<file path="src/rtl/bf_pkg.sv">
// Shared defaults and FSM encoding for the LSTM bias-buffer sequencer.
package bf_pkg;

  localparam int BF_D_WL      = 24;
  localparam int BF_UNITS_NUM = 5;
  localparam int BF_ENTRY_NUM = 6;
  localparam int BF_AW        = 8;
  localparam int BF_STEP_W    = 16;

  typedef enum logic [1:0] {
    ST_IDLE  = 2'd0,
    ST_RUN   = 2'd1,
    ST_DRAIN = 2'd2,
    ST_FIN   = 2'd3
  } bf_state_e;

endpackage

</file>
<file path="src/rtl/bf_out_slice.sv">
// Single-stage valid/ready register slice carrying one bias word plus its
// entry/step indices and last flags towards the gate accumulators.
module bf_out_slice
  import bf_pkg::*;
#(
  parameter int DW     = BF_D_WL * BF_UNITS_NUM,
  parameter int AW     = BF_AW,
  parameter int STEP_W = BF_STEP_W
) (
  input  logic              clk,
  input  logic              rst,
  input  logic              clr_i,
  input  logic              in_valid_i,
  input  logic [DW-1:0]     data_i,
  input  logic [AW-1:0]     entry_i,
  input  logic [STEP_W-1:0] step_i,
  input  logic              step_last_i,
  input  logic              run_last_i,
  input  logic              ready_i,
  output logic              take_o,
  output logic              accept_o,
  output logic              valid_o,
  output logic [DW-1:0]     data_o,
  output logic [AW-1:0]     entry_o,
  output logic [STEP_W-1:0] step_o,
  output logic              step_last_o,
  output logic              run_last_o
);

  logic              valid_q, valid_d;
  logic [DW-1:0]     data_q, data_d;
  logic [AW-1:0]     entry_q, entry_d;
  logic [STEP_W-1:0] step_q, step_d;
  logic              step_last_q, step_last_d;
  logic              run_last_q, run_last_d;
  logic              take_s, accept_s;

  assign take_s   = !valid_q || ready_i;
  assign accept_s = valid_q && ready_i;

  // Next-state: clear beats abort, a new load replaces the held beat.
  always_comb begin
    valid_d     = valid_q;
    data_d      = data_q;
    entry_d     = entry_q;
    step_d      = step_q;
    step_last_d = step_last_q;
    run_last_d  = run_last_q;
    if (clr_i) begin
      valid_d = 1'b0;
    end else if (in_valid_i && take_s) begin
      valid_d     = 1'b1;
      data_d      = data_i;
      entry_d     = entry_i;
      step_d      = step_i;
      step_last_d = step_last_i;
      run_last_d  = run_last_i;
    end else if (accept_s) begin
      valid_d = 1'b0;
    end else begin
      valid_d = valid_q;
    end
  end

  // Slice registers.
  always_ff @(posedge clk) begin
    if (rst) begin
      valid_q     <= 1'b0;
      data_q      <= {DW{1'b0}};
      entry_q     <= {AW{1'b0}};
      step_q      <= {STEP_W{1'b0}};
      step_last_q <= 1'b0;
      run_last_q  <= 1'b0;
    end else begin
      valid_q     <= valid_d;
      data_q      <= data_d;
      entry_q     <= entry_d;
      step_q      <= step_d;
      step_last_q <= step_last_d;
      run_last_q  <= run_last_d;
    end
  end

  assign take_o      = take_s;
  assign accept_o    = accept_s;
  assign valid_o     = valid_q;
  assign data_o      = data_q;
  assign entry_o     = entry_q;
  assign step_o      = step_q;
  assign step_last_o = step_last_q;
  assign run_last_o  = run_last_q;

endmodule

</file>
<file path="src/rtl/bf_seq_ctrl.sv">
// Bias-buffer sequencer: walks entries 0..ENTRY_NUM-1 for each of num_steps
// timesteps and streams the registered words through bf_out_slice.
module bf_seq_ctrl
  import bf_pkg::*;
#(
  parameter int D_WL      = BF_D_WL,
  parameter int UNITS_NUM = BF_UNITS_NUM,
  parameter int ENTRY_NUM = BF_ENTRY_NUM,
  parameter int AW        = BF_AW,
  parameter int STEP_W    = BF_STEP_W
) (
  input  logic                      clk,
  input  logic                      rst,
  input  logic                      start,
  input  logic                      abort,
  input  logic [STEP_W-1:0]         num_steps,
  output logic [AW-1:0]             bf_addr,
  input  logic [UNITS_NUM*D_WL-1:0] bf_w_i,
  output logic [UNITS_NUM*D_WL-1:0] bias_o,
  output logic                      bias_valid,
  input  logic                      bias_ready,
  output logic [AW-1:0]             entry_idx,
  output logic [STEP_W-1:0]         step_idx,
  output logic                      step_last,
  output logic                      run_last,
  output logic                      busy,
  output logic                      done
);

  localparam int            DW         = UNITS_NUM * D_WL;
  localparam logic [AW-1:0] ENTRY_LAST = AW'(ENTRY_NUM - 1);

  bf_state_e         state_q, state_d;
  logic [AW-1:0]     entry_q, entry_d;
  logic [STEP_W-1:0] step_q, step_d;
  logic [STEP_W-1:0] nsteps_q, nsteps_d;
  logic              busy_q, busy_d;
  logic              done_q, done_d;

  logic src_valid_s, take_s, accept_s;
  logic ent_last_s, step_fin_s, run_last_s;

  // nsteps_q is never zero while in RUN, so the decrement cannot wrap.
  assign ent_last_s  = (entry_q == ENTRY_LAST);
  assign step_fin_s  = (step_q == (nsteps_q - STEP_W'(1)));
  assign run_last_s  = ent_last_s && step_fin_s;
  assign src_valid_s = (state_q == ST_RUN) && !abort;

  // Next-state, counter and status logic; abort overrides everything.
  always_comb begin
    state_d  = state_q;
    entry_d  = entry_q;
    step_d   = step_q;
    nsteps_d = nsteps_q;
    busy_d   = busy_q;
    done_d   = 1'b0;
    if (abort) begin
      state_d = ST_IDLE;
      busy_d  = 1'b0;
      entry_d = {AW{1'b0}};
    end else begin
      case (state_q)
        ST_IDLE: begin
          if (start) begin
            if (num_steps != {STEP_W{1'b0}}) begin
              nsteps_d = num_steps;
              entry_d  = {AW{1'b0}};
              step_d   = {STEP_W{1'b0}};
              busy_d   = 1'b1;
              state_d  = ST_RUN;
            end else begin
              state_d = ST_FIN;
            end
          end else begin
            state_d = ST_IDLE;
          end
        end
        ST_RUN: begin
          if (take_s) begin
            if (ent_last_s) begin
              entry_d = {AW{1'b0}};
              if (step_fin_s) begin
                state_d = ST_DRAIN;
              end else begin
                step_d = step_q + STEP_W'(1);
              end
            end else begin
              entry_d = entry_q + AW'(1);
            end
          end else begin
            state_d = ST_RUN;
          end
        end
        ST_DRAIN: begin
          if (accept_s) begin
            state_d = ST_FIN;
          end else begin
            state_d = ST_DRAIN;
          end
        end
        ST_FIN: begin
          done_d  = 1'b1;
          busy_d  = 1'b0;
          state_d = ST_IDLE;
        end
        default: begin
          state_d = ST_IDLE;
        end
      endcase
    end
  end

  // FSM and counter registers.
  always_ff @(posedge clk) begin
    if (rst) begin
      state_q  <= ST_IDLE;
      entry_q  <= {AW{1'b0}};
      step_q   <= {STEP_W{1'b0}};
      nsteps_q <= {STEP_W{1'b0}};
      busy_q   <= 1'b0;
      done_q   <= 1'b0;
    end else begin
      state_q  <= state_d;
      entry_q  <= entry_d;
      step_q   <= step_d;
      nsteps_q <= nsteps_d;
      busy_q   <= busy_d;
      done_q   <= done_d;
    end
  end

  bf_out_slice #(
    .DW     (DW),
    .AW     (AW),
    .STEP_W (STEP_W)
  ) u_slice (
    .clk         (clk),
    .rst         (rst),
    .clr_i       (abort),
    .in_valid_i  (src_valid_s),
    .data_i      (bf_w_i),
    .entry_i     (entry_q),
    .step_i      (step_q),
    .step_last_i (ent_last_s),
    .run_last_i  (run_last_s),
    .ready_i     (bias_ready),
    .take_o      (take_s),
    .accept_o    (accept_s),
    .valid_o     (bias_valid),
    .data_o      (bias_o),
    .entry_o     (entry_idx),
    .step_o      (step_idx),
    .step_last_o (step_last),
    .run_last_o  (run_last)
  );

  // The entry counter doubles as the registered buffer address.
  assign bf_addr = entry_q;
  assign busy    = busy_q;
  assign done    = done_q;

endmodule

</file>
<file path="config.mk">
export PLATFORM = sky130hd
export DESIGN_NAME = bf_seq_ctrl
export DESIGN_NICKNAME = d
export VERILOG_FILES = /design/src/rtl/bf_pkg.sv /design/src/rtl/bf_out_slice.sv /design/src/rtl/bf_seq_ctrl.sv
export SDC_FILE = /design/constraint.sdc
export NUM_CORES = 1
export LEC_CHECK = 0
export BUFFER_PORTS_ARGS = -buffer_cell sky130_fd_sc_hd__buf_2
export CAP_MARGIN = 15
export CORE_MARGIN = 1
export CORE_UTILIZATION = 53
export CTS_CLUSTER_SIZE = 40
export DETAILED_ROUTE_END_ITERATION = 8
export PLACE_DENSITY = 0.87
export SYNTH_ARGS = -nofsm -noshare
export SYNTH_HDL_FRONTEND = slang
export SYNTH_SLANG_ARGS = --single-unit
</file>
<file path="constraint.sdc">
create_clock -name clk -period 6.2 [get_ports clk]
set_input_delay 0.31 -clock clk [delete_from_list [all_inputs] [get_ports clk]]
set_output_delay 0.31 -clock clk [all_outputs]
set_load 0.02 [all_outputs]
</file>
==> Flow_metrics.wiki <==
{| class="wikitable"
! Metric !! Value
|-
| Number of remaining DRC errors || 0
|-
| Relative slew slack || 15.95%
|-
| Met1 Track Usage GR || 36.12%
|-
| Max VDD drop || 0.1765 mV
|-
| Most Used Layer, Global Route || met2
|-
| Drt initial violations || 665
|-
| Number of iterations in the first detailed-routing pass || 5
|-
| Via count normalized by instance count || 5.369
|-
| Overall die area || 14990 µm²
|-
| Pin count of the biggest net entering global routing || 100
|-
| Detailed placer's ending HPWL || 14720 µm
|-
| Area leader, netlist || sky130_fd_sc_hd__dfxtp_1
|-
| TritonCTS clock tree || done
|-
| Fraction of post-synthesis cell area in the top cell type by area || 49.75%
|-
| Sequential element share of the synthesized area || 49.75%
|-
| Synthesized netlist cell count || 995
|-
| Distinct cells, synth || 59
|-
| Count of port buffers added during placement || 297
|-
| Worst-Skew Late Latency || 0.42 ns
|-
| Ys async rst share || 0%
|-
| Placed inst area || 9168 µm²
|-
| Number of warnings issued by yosys || 0
|-
| Cell at the root of the clock tree || sky130_fd_sc_hd__clkbuf_16
|-
| Number of setup buffers added after CTS || 0
|-
| X dimension of the die || 122.4 µm
|-
| Antenna violations before repair || 0
|-
| Type of the worst setup path || flop to flop
|-
| H-tree levels || 4
|-
| Post-synthesis area per instance || 7.725 µm²
|-
| Arrival time at the worst endpoint || 3.78 ns
|-
| Number of hold violations in the final report || 0
|-
| Number of maximum-capacitance constraint violations || 0
|-
| Clock input transition at the sequential cells of the worst setup and hold paths || 0.07 ns
|-
| Net Count, Synth || 1140
|-
| Design area || 9721 µm²
|-
| Power per unit of standard cell area || 267.1 nW/µm²
|-
| Pin slew with the least headroom to its limit || 1.257 ns
|-
| Combined global-route utilization of all metal layers || 27.84%
|-
| Clock tree buffer depth || 2
|-
| Gp weighted congestion || 0.9052
|-
| Highest-count cells in the layout ignoring fill and taps || sky130_fd_sc_hd__nand2_1, sky130_fd_sc_hd__buf_2, sky130_fd_sc_hd__dfxtp_1, sky130_fd_sc_hd__a21oi_1, sky130_fd_sc_hd__nor2_1
|-
| Initial core utilization || 54.95%
|-
| Post-layout nets || 1391
|-
| Met2 demand-to-capacity share in global routing || 44.28%
|-
| FF+latch count, synth || 191
|-
| Die height || 122.4 µm
|-
| Drt total wl || 21210 µm
|-
| Unrepaired setup endpoints after global routing || false
|-
| Final antenna-violating net count || 0
|-
| Final number of max-transition violations || 0
|-
| Clock skew || 0.008526 ns
|-
| Total Neg Setup Slack || 0 ns
|-
| DR vias || 7721
|-
| Core region area || 13990 µm²
|-
| Required time worst endpoint || 6.51 ns
|-
| Dominant register cell in the synthesized netlist || sky130_fd_sc_hd__dfxtp_1
|-
| Number of enable-type register cells in the synthesized netlist || 0
|-
| Clock sinks || 191
|-
| Antenna diode count || 0
|-
| Part of the cycle the worst path needs || 55.97%
|-
| Leakage power total || 0.004207 µW
|-
| Type of element launching the critical path || flop
|-
| Cts bufs inserted || 17
|-
| Netlist Area Pre-Place || 7686 µm²
|-
| Synthesis-to-layout area growth || 26.47%
|-
| IO Pins || 298
|-
| Hold-fix buffer count after cts || 0
|-
| Minimum clock period || 3.470 ns
|-
| Routed wire length per instance || 14.75 µm
|-
| FP Rows || 43
|-
| Category of the worst setup path capture point || flop
|-
| Number of instances resized during post-cts repair || 0
|-
| Min-Delay Path Class || primary input to flop
|-
| Run status || complete, no violations
|-
| Share of post-route cells with drive strength above 1 || 27.34%
|-
| FMAX || 288.2 MHz
|-
| Global route overflow || 0
|-
| Leading cell types by total area after synthesis || sky130_fd_sc_hd__dfxtp_1, sky130_fd_sc_hd__nand2_1, sky130_fd_sc_hd__a21oi_1
|-
| Most common cell after layout, fill and taps aside || sky130_fd_sc_hd__nand2_1
|-
| Vias in the first global route || 6743
|-
| GR Layer Usage met3 || 6.831%
|-
| Biggest fanout along the worst timing path || 73
|-
| Final setup fails || 0
|-
| Global-route wire length before repair || 33020 µm
|}
## power by group
part / internal, µW / switching [µW] / total (µW)
combinational: 106 / 172 / 278
clock: 568 / 471 / 1040
sequential: 1260 / 23.3 / 1280
total: 1930 / 666 / 2600
## flip-flops by register name, indices dropped and copies added, names as in the netlist
register             count
bf_addr                  8
busy                     1
done                     1
nsteps_q                16
state_q                  2
step_q                  16
u_slice.data_o         120
u_slice.entry_o          8
u_slice.run_last_o       1
u_slice.step_last_o      1
u_slice.step_o          16
u_slice.valid_o          1
## area by class of cell
cell class                      instances  area, µm²
Timing Repair Buffer                  302       1526
Tap cell                              180      225.2
Fill cell                            1165       4268
Clock inverter                         11      106.4
Clock buffer                           20      446.7
Multi-Input combinational cell        728       3570
Inverter                                6      22.52
Sequential cell                       191       3824
## path summary, 6_finish.rpt
| kind | start | endpoint | cells after the start | slack, ns |
|---|---|---|---|---|
| max | state_q[0] | step_q[2] | 8 | 2.73 |
| min | bf_w_i[14] | u_slice.data_o[14] | 3 | 0.11 |
| max reg2reg | state_q[0] | step_q[2] | 8 | 2.73 |
| min reg2reg | u_slice.data_o[24] | u_slice.data_o[24] | 2 | 0.45 |
## kinds of logic (layout without fill, tap and decap cells)
logic type | count (synthesis) | count (layout) | share of synthesized area [%]
AOI/OAI and AO/OA | 219 | 219 | 15.82
xor gates and xnor gates | 22 | 22 | 2.507
adders and majority gates | 4 | 4 | 0.6512
buffers and inverters | 76 | 339 | 3.939
DFF | 191 | 191 | 49.75
muxes | 8 | 8 | 1.058
and+or+nand+nor | 475 | 475 | 26.27
## routing by layer
metal / routed length, µm / part of all wire [%]
met5: 0 / 0
met3: 1591 / 7.5
met1: 8806 / 42
met4: 525 / 2.5
met2: 10290 / 48
## Yosys cell counts (all sizes together), types with 2 or more instances
cell type  number
nand2         349
dfxtp         191
a21oi         175
clkbuf         59
nor2           38
nand3          15
or3            14
xor2           14
buf            11
o21ai          10
and3            9
nor3            9
nor4            8
xnor2           8
mux2i           7
nand4           7
or4             7
inv             6
ha              4
or2             4
a211oi          3
a41oi           3
and4            3
o311ai          3
a311oi          2
a31o            2
a31oi           2
nand2b          2
nand3b          2
nor2b           2
nor4b           2
o31ai           2
o32ai           2
o41ai           2
## metrics by stage
stage	util [%]	hold slack [ns]	worst slack (ns)	instances	power, µW
floorplan	-	0.4460	3.263	995	1481
global placement	65.54	0.4384	2.881	1407	1576
detailed placement	65.54	0.4430	2.790	1407	1581
CTS	69.49	0.1007	2.771	1438	2610
global route	69.49	0.09670	2.421	1438	2702
finish	69.49	0.1147	2.730	1438	2596
## worst max-delay path, stage by stage (launching register included)
cell	delay, ns
sky130_fd_sc_hd__dfxtp_1	0.51
sky130_fd_sc_hd__nand2b_1	0.22
sky130_fd_sc_hd__nor3_2	0.23
sky130_fd_sc_hd__buf_4	0.61
sky130_fd_sc_hd__o32a_1	0.60
sky130_fd_sc_hd__nand2_1	0.46
sky130_fd_sc_hd__nand2_1	0.40
sky130_fd_sc_hd__nor2_1	0.07
sky130_fd_sc_hd__a41o_1	0.25
No activity file was read; power rests on OpenSTA's default activity.
